===== src/rtl/prio_enc_arb.sv =====
// prio_enc_arb: sticky request accumulator with priority select and a one-deep valid/ready grant stage.
// Build option PRIO_ENC_ARB_RR_EN switches the fixed highest-index priority to a rotating search pointer.
module prio_enc_arb #(
   parameter  int WIDTH = 8,
   localparam int IDX_W = $clog2(WIDTH)
) (
   input  logic             clk,
   input  logic             rst,
   input  logic [WIDTH-1:0] req,
   input  logic             out_ready,
   output logic             out_valid,
   output logic [IDX_W-1:0] out_idx,
   output logic [WIDTH-1:0] pending,
   output logic             none_pending,
   output logic             dup_err
);

   logic [WIDTH-1:0] r_pending;
   logic             r_out_valid;
   logic [IDX_W-1:0] r_out_idx;
   logic             r_dup_err;

   logic             w_load;
   logic             w_any;
   logic             w_capture;
   logic [IDX_W-1:0] w_sel;
   logic [WIDTH-1:0] w_clr;
   logic             w_dup;

   assign w_load    = !r_out_valid || out_ready;
   assign w_any     = |r_pending;
   assign w_capture = w_load && w_any;

`ifdef PRIO_ENC_ARB_RR_EN
   logic [IDX_W-1:0] r_ptr;

   // Descending search from r_ptr with wrap-around; first hit wins.
   always_comb begin : p_sel
      int   v_j;
      logic v_found;
      v_j     = 0;
      v_found = 1'b0;
      w_sel   = '0;
      for (int k = 0; k < WIDTH; k++) begin
         v_j = int'(r_ptr) - k;
         if (v_j < 0) v_j = v_j + WIDTH;
         if (!v_found && r_pending[IDX_W'(v_j)]) begin
            w_sel   = IDX_W'(v_j);
            v_found = 1'b1;
         end
      end
   end

   always_ff @(posedge clk) begin
      if (rst) begin
         r_ptr <= IDX_W'(WIDTH - 1);
      end else if (w_capture) begin
         r_ptr <= (w_sel == '0) ? IDX_W'(WIDTH - 1) : w_sel - 1'b1;
      end
   end
`else
   // Ascending scan so the highest set index is the last assignment.
   always_comb begin : p_sel
      w_sel = '0;
      for (int i = 0; i < WIDTH; i++) begin
         if (r_pending[i]) w_sel = IDX_W'(i);
      end
   end
`endif

   assign w_clr = w_capture ? (WIDTH'(1) << w_sel) : '0;
   // A re-request of the bit being granted this cycle is a fresh request, not a duplicate.
   assign w_dup = |(req & r_pending & ~w_clr);

   always_ff @(posedge clk) begin
      if (rst) begin
         r_pending   <= '0;
         r_out_valid <= 1'b0;
         r_out_idx   <= '0;
         r_dup_err   <= 1'b0;
      end else begin
         r_pending <= (r_pending & ~w_clr) | req;
         if (w_dup) r_dup_err <= 1'b1;
         if (w_load) begin
            r_out_valid <= w_any;
            if (w_any) r_out_idx <= w_sel;
         end
      end
   end

   assign out_valid    = r_out_valid;
   assign out_idx      = r_out_idx;
   assign pending      = r_pending;
   assign dup_err      = r_dup_err;
   assign none_pending = !w_any && !r_out_valid;

endmodule


===== config.mk =====
export PLATFORM = sky130hd
export DESIGN_NAME = prio_enc_arb
export DESIGN_NICKNAME = d
export VERILOG_FILES = /design/src/rtl/prio_enc_arb.sv
export SDC_FILE = /design/constraint.sdc
export NUM_CORES = 1
export LEC_CHECK = 0
export CORE_MARGIN = 5
export CORE_UTILIZATION = 37
export DETAILED_ROUTE_END_ITERATION = 16
export GPL_ROUTABILITY_DRIVEN = 0
export PLACE_DENSITY = 0.74
export SETUP_SLACK_MARGIN = 0.3
export SLEW_MARGIN = 30
export SYNTH_ARGS = -nofsm -noshare
export SYNTH_HDL_FRONTEND = slang
export SYNTH_SLANG_ARGS = --single-unit

===== constraint.sdc =====
create_clock -name clk -period 2 [get_ports clk]
set_input_delay 0.3 -clock clk [delete_from_list [all_inputs] [get_ports clk]]
set_output_delay 0.3 -clock clk [all_outputs]
set_load 0.005 [all_outputs]

==> reports/results.ini <==
[routing]
wl_um = 1780
vias = 662
first_pass_iters = 4
wl_per_cell_um = 14.2
ant_nets = 0
drc = 0
avgViaCountPerCell = 5.30
drt_iter0_drc = 20

[timing]
timing.slew.headroom_pct = 67.5
finalWorstSetupSlack_ns = 0.329
slew_viol_final = 0
fin_crit_sh_pct = 83.5
hold_slack_ns = 0.500
max_freq_mhz = 599
grt_setup_unrepaired = true
tightest_slew_ns = 0.487
period_minus_slack_ns = 1.67
finalSetupViolCount = 0
setup_tns_ns = 0
hold_viol_final = 0
skew_ns = 0.00267

[place]
io_buffers = 24
post-place-ws_ns = 0.197
post-dp-hpwl_um = 1330

[global_routing]
grt_max_degree = 14
grt_pass1_wl_um = 2870
grt_pass1_vias = 647
grt_overflow_total = 0
antenna_found_initial = 0
grtUsageTotal_pct = 14.6

[cells_and_area]
drive_gt1_share_pct = 17.4
n_antenna_cell = 0
syn_to_final_growth_pct = 55.7
final_nets = 121
n_fill_cell = 132

[cts]
h-tree-depth = 1
hold_buffers = 0
cts_max_path_buffers = 2
cts_made_buffers = 3
clk_pin_slew_ns = 0.08
clock_latency_ns = 0.28
cts_tree = done
cts_sinks = 13
cts-root-buf = clkbuf_4

[status]
outcome = completed

[logic_synthesis]
synth-main-ff-cell = dfxtp_1
synth_top_cell_by_area = dfxtp_1
synth_edf_count = 0
synthCells = 77
seq_area_frac_synth_pct = 41.7
syn-cell-area_um2 = 624
synth.most_common_cell = dfxtp_1
ys_top_cells_by_count = dfxtp_1 (13), a21oi_1 (11), nor2_1 (11)
ys_ff_latch = 13
syn_avg_cell_area_um2 = 8.11
synth_area_leaders = dfxtp_1 (42%), a21oi_1 (8.8%), nor2_1 (6.6%)
ys_types = 29
syn_nets = 88
ys_warn_count = 0
synth_top_area_share_pct = 41.7
async_flop_share_pct = 0

[critical_path]
worstSetupPathType = flop to output pin
cp.arrival_ns = 1.37
path_max_fanout = 3
crit_path_end_kind = output pin
critPathRequiredTime_ns = 1.70
startpoint_type = flop

[die]
ios = 25
die_w_um = 51.1
row_count = 14
dieArea_um2 = 2610
start_util_pct = 40.0
die_y_um = 51.1
core_area_um2 = 1560

[flow_run]
maxCapViolCount = 0

[hold_path]
min_path_type = flop to flop

[power]
power_leakage_nw = 0.401
powerDensity_nw_per_um2 = 671
ir_worst_vdd_v = 0.000425

area by class of cell:
class,instances,area (um2),area share [%]
clock buffers,4,26.3,2.70
inverters,6,22.5,2.32
multi-input cells,56,357,36.7
flip-flops and latches,13,267,27.4
well taps,16,20.0,2.06
repair buffers,30,280,28.8
where the power goes:
group          leakage, nW  switching (W)  internal [W]
clock               0.0150      0.0000897     0.0000775
combinational        0.276      0.0000760      0.000106
sequential           0.110      0.0000216      0.000281
critical path: stages (launching register included):
cell	delay [ns]
dfxtp_4	0.36
nor4_4	0.29
and2_4	0.20
nor2b_4	0.13
buf_2	0.11
sequential cells by signal, summed over array words and instances, names as in the netlist:
register   count
pending        8
out_idx        3
dup_err        1
out_valid      1
through the flow:
step | power, W | utilization (%) | cell area [um2] | cells
floorplan | 0.000385 | - | 624 | 77
global placement | 0.000479 | 58.6 | 913 | 120
detailed placement | 0.000482 | 58.6 | 913 | 120
CTS | 0.000654 | 61.9 | 965 | 125
global route | 0.000688 | 62.4 | 972 | 125
finish | 0.000652 | 62.4 | 972 | 125
repair_timing:
action                     CTS  global route
gates resized for setup     11             2
buffers inserted             1             0
setup endpoints to repair    1             1
pin swaps                    3             2
final timing paths:
path / from / end / slack, ns / depth (start not counted)
max: pending[7] / none_pending / 0.33 / 4
min: out_idx[1] / out_idx[1] / 0.50 / 2
max reg2reg: pending[7] / dup_err / 0.51 / 6
min reg2reg: out_idx[1] / out_idx[1] / 0.50 / 2
cell families (layout without fill, tap and decap cells):
kind of cell	Yosys count	in the layout	share of synthesized area, %
AOI/OAI and AO/OA	30	30	31.5
buffers and inverters	8	40	5.01
DFF	13	13	41.7
and+or+nand+nor	26	26	21.8
cells in the final DEF (no fill, tap or decap), drive strengths merged, types with 2 or more instances in the layout:
master         Yosys  final
nor2              12     12
a31oi              2      2
nand3              2      2
dfxtp             13     13
clkbuf             2      4
nand2              6      6
buf                0      7
nor4               2      2
o21ai              4      4
a21oi             11     11
clkdlybuf4s50      0     23
inv                6      6
o21a               2      2
per-layer routing:
metal | share of wire [%] | routed length [um] | GRT usage, % | vias up
met4 | 1.6 | 29 | 6.73 | 0
met3 | 7.9 | 140 | 5.23 | 5
met5 | 0 | 0 | 0 | -
li1 | - | - | - | 340
met2 | 45 | 802 | 23.2 | 24
met1 | 45 | 806 | 17.4 | 293
(Power assumes the default switching activity.)
